==> src/rtl/pipe_run_ctrl.sv <==
// Run-control sequencer for the 8-bit three-stage pipeline: loads instruction memory,
// then starts, halts, drains and single-steps the core. Define PIPE_RUN_CTRL_PERF_EN to
// build the 16-bit retired-instruction counter; otherwise retired is tied to zero.
module pipe_run_ctrl #(
    parameter int IMEM_AW      = 4,
    parameter int DRAIN_CYCLES = 3
) (
    input  logic               clk,
    input  logic               rst_n,
    input  logic               load_start,
    input  logic               run_start,
    input  logic               halt_req,
    input  logic               halt_instr,
    input  logic               step_req,
    input  logic               clear_req,
    input  logic               ld_valid,
    input  logic [7:0]         ld_data,
    input  logic               ld_last,
    output logic               ld_ready,
    output logic               imem_we,
    output logic [IMEM_AW-1:0] imem_waddr,
    output logic [7:0]         imem_wdata,
    output logic               pc_en,
    output logic               flush,
    output logic [2:0]         stage_valid,
    output logic [2:0]         state,
    output logic [15:0]        retired
);

    typedef enum logic [2:0] {
        ST_IDLE   = 3'd0,
        ST_LOAD   = 3'd1,
        ST_RUN    = 3'd2,
        ST_DRAIN  = 3'd3,
        ST_HALTED = 3'd4,
        ST_STEP   = 3'd5
    } run_state_e;

    // DRAIN_CYCLES must be at least 1; the counter holds values DRAIN_CYCLES..1.
    localparam int                 CNT_W      = $clog2(DRAIN_CYCLES + 1);
    localparam logic [CNT_W-1:0]   DRAIN_LOAD = CNT_W'(DRAIN_CYCLES);
    localparam logic [IMEM_AW-1:0] ADDR_LAST  = '1;

    run_state_e         state_q;
    run_state_e         state_d;
    logic [IMEM_AW-1:0] load_addr_q;
    logic [IMEM_AW-1:0] load_addr_d;
    logic [CNT_W-1:0]   drain_cnt_q;
    logic [CNT_W-1:0]   drain_cnt_d;
    logic               flush_q;
    logic               flush_d;
    logic               beat;
    logic               load_done;
    logic [2:0]         stage_valid_q;

    // Moore decode from the state register
    assign pc_en    = (state_q == ST_RUN) || (state_q == ST_STEP);
    assign ld_ready = (state_q == ST_LOAD);
    assign beat     = ld_valid && ld_ready;

    // The last writable address ends the load even without ld_last; the address never wraps.
    assign load_done = beat && (ld_last || (load_addr_q == ADDR_LAST));

    assign imem_we    = beat;
    assign imem_waddr = load_addr_q;
    assign imem_wdata = ld_ready ? ld_data : 8'h00;

    assign flush       = flush_q;
    assign state       = state_q;
    assign stage_valid = stage_valid_q;

    always_comb begin
        // NOTE: every variable gets a default before the case so no path leaves it unassigned
        // and no latch is inferred.
        state_d     = state_q;
        load_addr_d = load_addr_q;
        drain_cnt_d = drain_cnt_q;
        flush_d     = 1'b0;

        unique case (state_q)
            ST_IDLE: begin
                if (load_start) begin
                    state_d     = ST_LOAD;
                    load_addr_d = '0;
                end else if (run_start) begin
                    state_d = ST_RUN;
                end
            end

            ST_LOAD: begin
                if (beat) begin
                    if (load_addr_q != ADDR_LAST) begin
                        load_addr_d = load_addr_q + 1'b1;
                    end
                    if (load_done) begin
                        state_d = ST_IDLE;
                    end
                end
            end

            ST_RUN: begin
                if (halt_req || halt_instr) begin
                    state_d     = ST_DRAIN;
                    drain_cnt_d = DRAIN_LOAD;
                end
            end

            ST_DRAIN: begin
                drain_cnt_d = drain_cnt_q - 1'b1;
                if (drain_cnt_q <= CNT_W'(1)) begin
                    state_d = ST_HALTED;
                end
            end

            ST_HALTED: begin
                if (run_start) begin
                    state_d = ST_RUN;
                end else if (step_req) begin
                    state_d = ST_STEP;
                end else if (clear_req) begin
                    state_d = ST_IDLE;
                    flush_d = 1'b1;
                end
            end

            ST_STEP: begin
                state_d     = ST_DRAIN;
                drain_cnt_d = DRAIN_LOAD;
            end

            default: begin
                state_d = ST_IDLE;
            end
        endcase
    end

    always_ff @(posedge clk or negedge rst_n) begin
        // NOTE: registers update with non-blocking assignments so every flop samples
        // pre-edge values regardless of statement order.
        if (!rst_n) begin
            state_q     <= ST_IDLE;
            load_addr_q <= '0;
            drain_cnt_q <= '0;
            flush_q     <= 1'b0;
        end else begin
            state_q     <= state_d;
            load_addr_q <= load_addr_d;
            drain_cnt_q <= drain_cnt_d;
            flush_q     <= flush_d;
        end
    end

    // Occupancy mirrors the pipeline registers: a fetch enters IF/ID on the edge after pc_en.
    always_ff @(posedge clk or negedge rst_n) begin
        if (!rst_n) begin
            stage_valid_q <= 3'b000;
        end else if (flush_q) begin
            stage_valid_q <= 3'b000;
        end else begin
            stage_valid_q <= {stage_valid_q[1:0], pc_en};
        end
    end

`ifdef PIPE_RUN_CTRL_PERF_EN
    logic [15:0] retired_q;

    // One retirement per cycle with EX/WB occupied; wraps naturally at 16 bits.
    always_ff @(posedge clk or negedge rst_n) begin
        if (!rst_n) begin
            retired_q <= 16'h0000;
        end else if (flush_q) begin
            retired_q <= 16'h0000;
        end else if (stage_valid_q[2]) begin
            retired_q <= retired_q + 16'd1;
        end
    end

    assign retired = retired_q;
`else
    assign retired = 16'h0000;
`endif

endmodule

==> config.mk <==
export PLATFORM = sky130hd
export DESIGN_NAME = pipe_run_ctrl
export DESIGN_NICKNAME = d
export VERILOG_FILES = /design/src/rtl/pipe_run_ctrl.sv
export SDC_FILE = /design/constraint.sdc
export NUM_CORES = 1
export LEC_CHECK = 0
export ABC_AREA = 1
export ABC_CLOCK_PERIOD_IN_PS = 2600
export BUFFER_PORTS_ARGS = -buffer_cell sky130_fd_sc_hd__buf_2
export CAP_MARGIN = 15
export CORE_UTILIZATION = 47
export CTS_CLUSTER_SIZE = 12
export DETAILED_ROUTE_END_ITERATION = 10
export GPL_TIMING_DRIVEN = 0
export PLACE_DENSITY = 0.92
export SYNTH_ARGS = -nofsm -noshare
export SYNTH_HDL_FRONTEND = slang
export SYNTH_SLANG_ARGS = --single-unit
==> constraint.sdc <==
create_clock -name clk -period 2.6 [get_ports clk]
set_input_delay 0.52 -clock clk [delete_from_list [all_inputs] [get_ports clk]]
set_output_delay 0.52 -clock clk [all_outputs]
set_load 0.01 [all_outputs]
# Word level (Yosys, flattened, before mapping)
# Index checks and enable logic that the tools add are counted.
[totals]
out_inout_bits = 38
ff_bits = 13
wordCells = 56
inputBits = 18
[op_classes]
eq_ne = 15
muxes = 22
n_reduce_logical = 11
magnitude_cmp = 1
n_addsub = 2
[op_table]
columns = ["operator", "n"]
rows = [
  ["$mux 3", 10],
  ["$pmux 3 s6", 1],
  ["$mux 4", 3],
  ["$mux 8", 1],
  ["$ne 2x1->1 const B", 4],
  ["$ne 4x4->1 const B", 2],
  ["$pmux 4 s2", 1],
  ["$eq 3x2->1 const B", 2],
  ["$eq 3x3->1 const B", 2],
  ["$pmux 2 s3", 1],
  ["$reduce_and 6->1", 1],
  ["$add 4x1->4 const B", 1],
  ["$eq 4x4->1 const B", 1],
  ["$mux 1", 4],
  ["$ne 2x2->1 const B", 2],
  ["$reduce_and 4->1", 1],
  ["$eq 3x1->1 const B", 1],
  ["$logic_not 3->1", 1],
  ["$logic_or 1x1->1", 3],
  ["$ne 3x3->1 const B", 1],
  ["$reduce_bool 3->1", 1],
  ["$le 2x1->1 const B", 1],
  ["$logic_and 1x1->1", 2],
  ["$mux 2", 1],
  ["other kinds (3)", 3],
]

# Depth between registers and ports, before layout
[logic_depth]
depth_word = 6
ltp_mapped = 10
depth_no_buf = 9

# Worst setup path after synthesis
# Ideal clock, no wire load.
[synth_timing]
path_kind = "flip-flop to output port"
start = "register state_q[1], in the netlist state[1]"
end = "output imem_wdata[0]"
slack_ns = 0.929
stages_incl_launch_ff = 7
t_arrival_ns = 1.151
path_buffers = 1
required_time_ns = 2.080
cell_sequence = "dfrtp_1 -> inv_2 -> nand2_2 -> nor2_4 -> inv_2 -> buf_6 -> nor2_1"
[synth_via]
elab_chain_cells = 2
[synth_rtl]
columns = ["item", "line_no", "rtl"]
rows = [
  ["start, declared", "44", "run_state_e state_q;"],
  ["start signal, assigned", "146", "state_q <= state_d;"],
  ["$eq 3x1->1", "58", "assign ld_ready = (state_q == ST_LOAD);"],
  ["named net ld_ready", "19", "output logic ld_ready,"],
  ["$mux 8", "66", "assign imem_wdata = ld_ready ? ld_data : 8'h00;"],
  ["end, declared", "22", "output logic [7:0] imem_wdata,"],
]
# The timed path passes the listed nets, and every way through them passes these cells.

# Final worst setup path
[layout_timing]
start = "register state_q[1], in the netlist state[1]"
end = "output imem_we"
[layout_via]
elab_chain_cells = 2
[layout_rtl]
columns = ["item", "line_no", "rtl"]
rows = [
  ["$eq 3x1->1", "58", ""],
  ["$logic_and 1x1->1", "59", "assign beat = ld_valid && ld_ready;"],
  ["end, declared", "20", "output logic imem_we,"],
]
# Every way passes these cells.

==> metrics.csv <==
metric;value;unit
fin_crit;2.035;ns
dr.pass1.iters;4;
antenna_found_initial;0;
final_common_cell;buf_2;
globalRouteMet1Util;0.2205;
use_met3;0.07037;
drtIter0Drc;15;
grt_pass1_vias;695;
max_cap_violations;0;
p_leak;0.8543;nW
drive_gt1_frac;0.3900;
grt_overflow;0;
ant_nets;0;
rr_endpoint;imem_waddr[1];
r2r_cells;8;
setup_violations;0;
setup.worst_path.class;flip-flop to output port;
r2r-start;state[1];
worstSetupStartpointType;flip-flop;
chipWidth;48.27;um
power.density;891.4;nW/um2
max_freq;491.5;MHz
fin_util;0.6648;
ios;56;
port_buffers;39;
grt_first_pass_wirelength;2.891;mm
r2r_setup_slack;1.25;ns
hold_violations;0;
crit_path_end_kind;output port;
grt_usage;0.1870;
status;completed;
core_area;1982;um2
cts_tree;done;
period_share;0.7825;
cts-resized-gates;0;
critPathArrivalTime;1.51;ns
cp-startpoint;state[1];
place_congestion;0.8728;
n_antenna_cell;0;
htree_levels;1;
wire_per_inst;8.885;um
critPathMaxFanout;10;
rows;16;
via_count;967;
synth.avg_cell_area;7.084;um2
viasPerCell;4.260;
clock_sinks;13;
cp.required;2.08;ns
dp_hpwl;1.655;mm
drt_wl_total;2.017;mm
path_clk_slew;0.08;ns
met2_usage;0.3173;
finalMaxSlewViolations;0;
netlist_instances;142;
final_cell_mix;buf_2, nand2_1, nor2_1, inv_1, buf_4;
drc;0;
clock_path_buffers;2;
skew;0.002284;ns
setup_ws;0.5654;ns
syn_area;1006;um2
clock_latency;0.27;ns
yosysWarnings;0;
grt_busiest_layer;met2;
grt_start_max_net_pins;14;
ys_seq_area_frac;0.3234;
syn_to_final_growth;30.97;%
vdd_drop_max;0.0005370;V
cts_root_buf;clkbuf_4;
fin_nets;221;
post-cts-setup-buffer-count;0;
ctsHoldBuffers;0;
die_area;2330;um2
ys_ff_latch;13;
start_util;0.5076;
synth_cell_types;21;
crit_end;imem_we;
dp_slack;0.8909;ns
tns;0;ns
cts-buffers-inserted;3;
min_path_type;input port to async pin;
rsz0062_at_grt;no;
die_h;48.27;um
-- power breakdown --
part	leakage (nW)	switching (mW)	total (mW)	internal, mW
clock network	0.0150	0.0662	0.126	0.0594
logic	0.672	0.437	0.720	0.283
registers	0.168	0.0646	0.329	0.265
-- layer usage --
metal,wire length [um],part of all wire,vias to the layer above
li1,-,-,514
met1,883,0.44,416
met2,993,0.49,37
met3,140,0.069,0
met4,0,0,0
met5,0,0,-
-- stage by stage --
step / power [mW] / hold WS [ns] / instances / instance area, um2
6_report: 1.174 / 0.1195 / 227 / 1318
5_1_grt: 1.307 / 0.1169 / 227 / 1318
4_1_cts: 1.181 / 0.1220 / 227 / 1318
3_5_place_dp: 1.049 / 0.4266 / 223 / 1291
3_3_place_gp: 1.033 / 0.4178 / 223 / 1291
2_1_floorplan: 0.8597 / 0.2244 / 157 / 1062
-- registers in the layout (all words and copies together), names as in the netlist --
name	flops
state	3
flush	1
stage_valid	3
drain_cnt_q	2
imem_waddr	4
-- worst min-delay path by stage --
stage	from	endpoint	slack, ns	depth (start not counted)
CTS	rst_n	imem_waddr[0]	0.12	1
global route	rst_n	imem_waddr[0]	0.12	1
floorplan	rst_n	drain_cnt_q[0]	0.22	0
finish	rst_n	imem_waddr[0]	0.12	1
detailed placement	rst_n	imem_waddr[2]	0.43	1
global placement	rst_n	imem_waddr[2]	0.42	1
-- critical path, stage by stage (launching register included) --
cell     delay [ns]
dfrtp_1        0.47
inv_2          0.11
nand2_2        0.08
nor2_4         0.17
inv_2          0.05
buf_6          0.13
nor2_1         0.08
buf_2          0.13
-- synth_stat cells --
master / instances / area share
a21oi_1: 1 / 0.0050
buf_6: 1 / 0.011
nor2_4: 3 / 0.034
nand4_1: 2 / 0.012
nor2_1: 21 / 0.078
inv_1: 20 / 0.075
nand2_2: 4 / 0.025
ha_1: 2 / 0.025
nor2_2: 3 / 0.019
nand2_1: 27 / 0.10
or2_1: 1 / 0.0062
xor2_1: 2 / 0.017
and2_2: 1 / 0.0075
dfrtp_1: 13 / 0.32
nand2_4: 3 / 0.034
nand3_1: 10 / 0.050
inv_2: 3 / 0.011
conb_1: 1 / 0.0037
inv_4: 1 / 0.0062
buf_4: 17 / 0.13
o21ai_1: 6 / 0.030
-- final cells by class --
type,instances,area (um2)
fillers,200,664.4
multi-input cells,102,505.5
flip-flops and latches,13,325.3
repair buffers,39,195.2
plain buffers,18,138.9
inverters,24,92.59
well taps,27,33.78
clock buffers,4,26.28
-- logic make-up (layout without fill, tap and decap cells) --
kind of cell,after synthesis,after routing,share of synthesized area
and+or+nand+nor,75,75,0.3657
buffers and inverters,42,85,0.2301
DFF,13,13,0.3234
AOI/OAI and AO/OA,7,7,0.03482
adders and majority gates,2,2,0.02487
xor gates and xnor gates,2,2,0.01742
other,1,16,0.003728
Note: power is estimated with default switching activity, not from simulation.
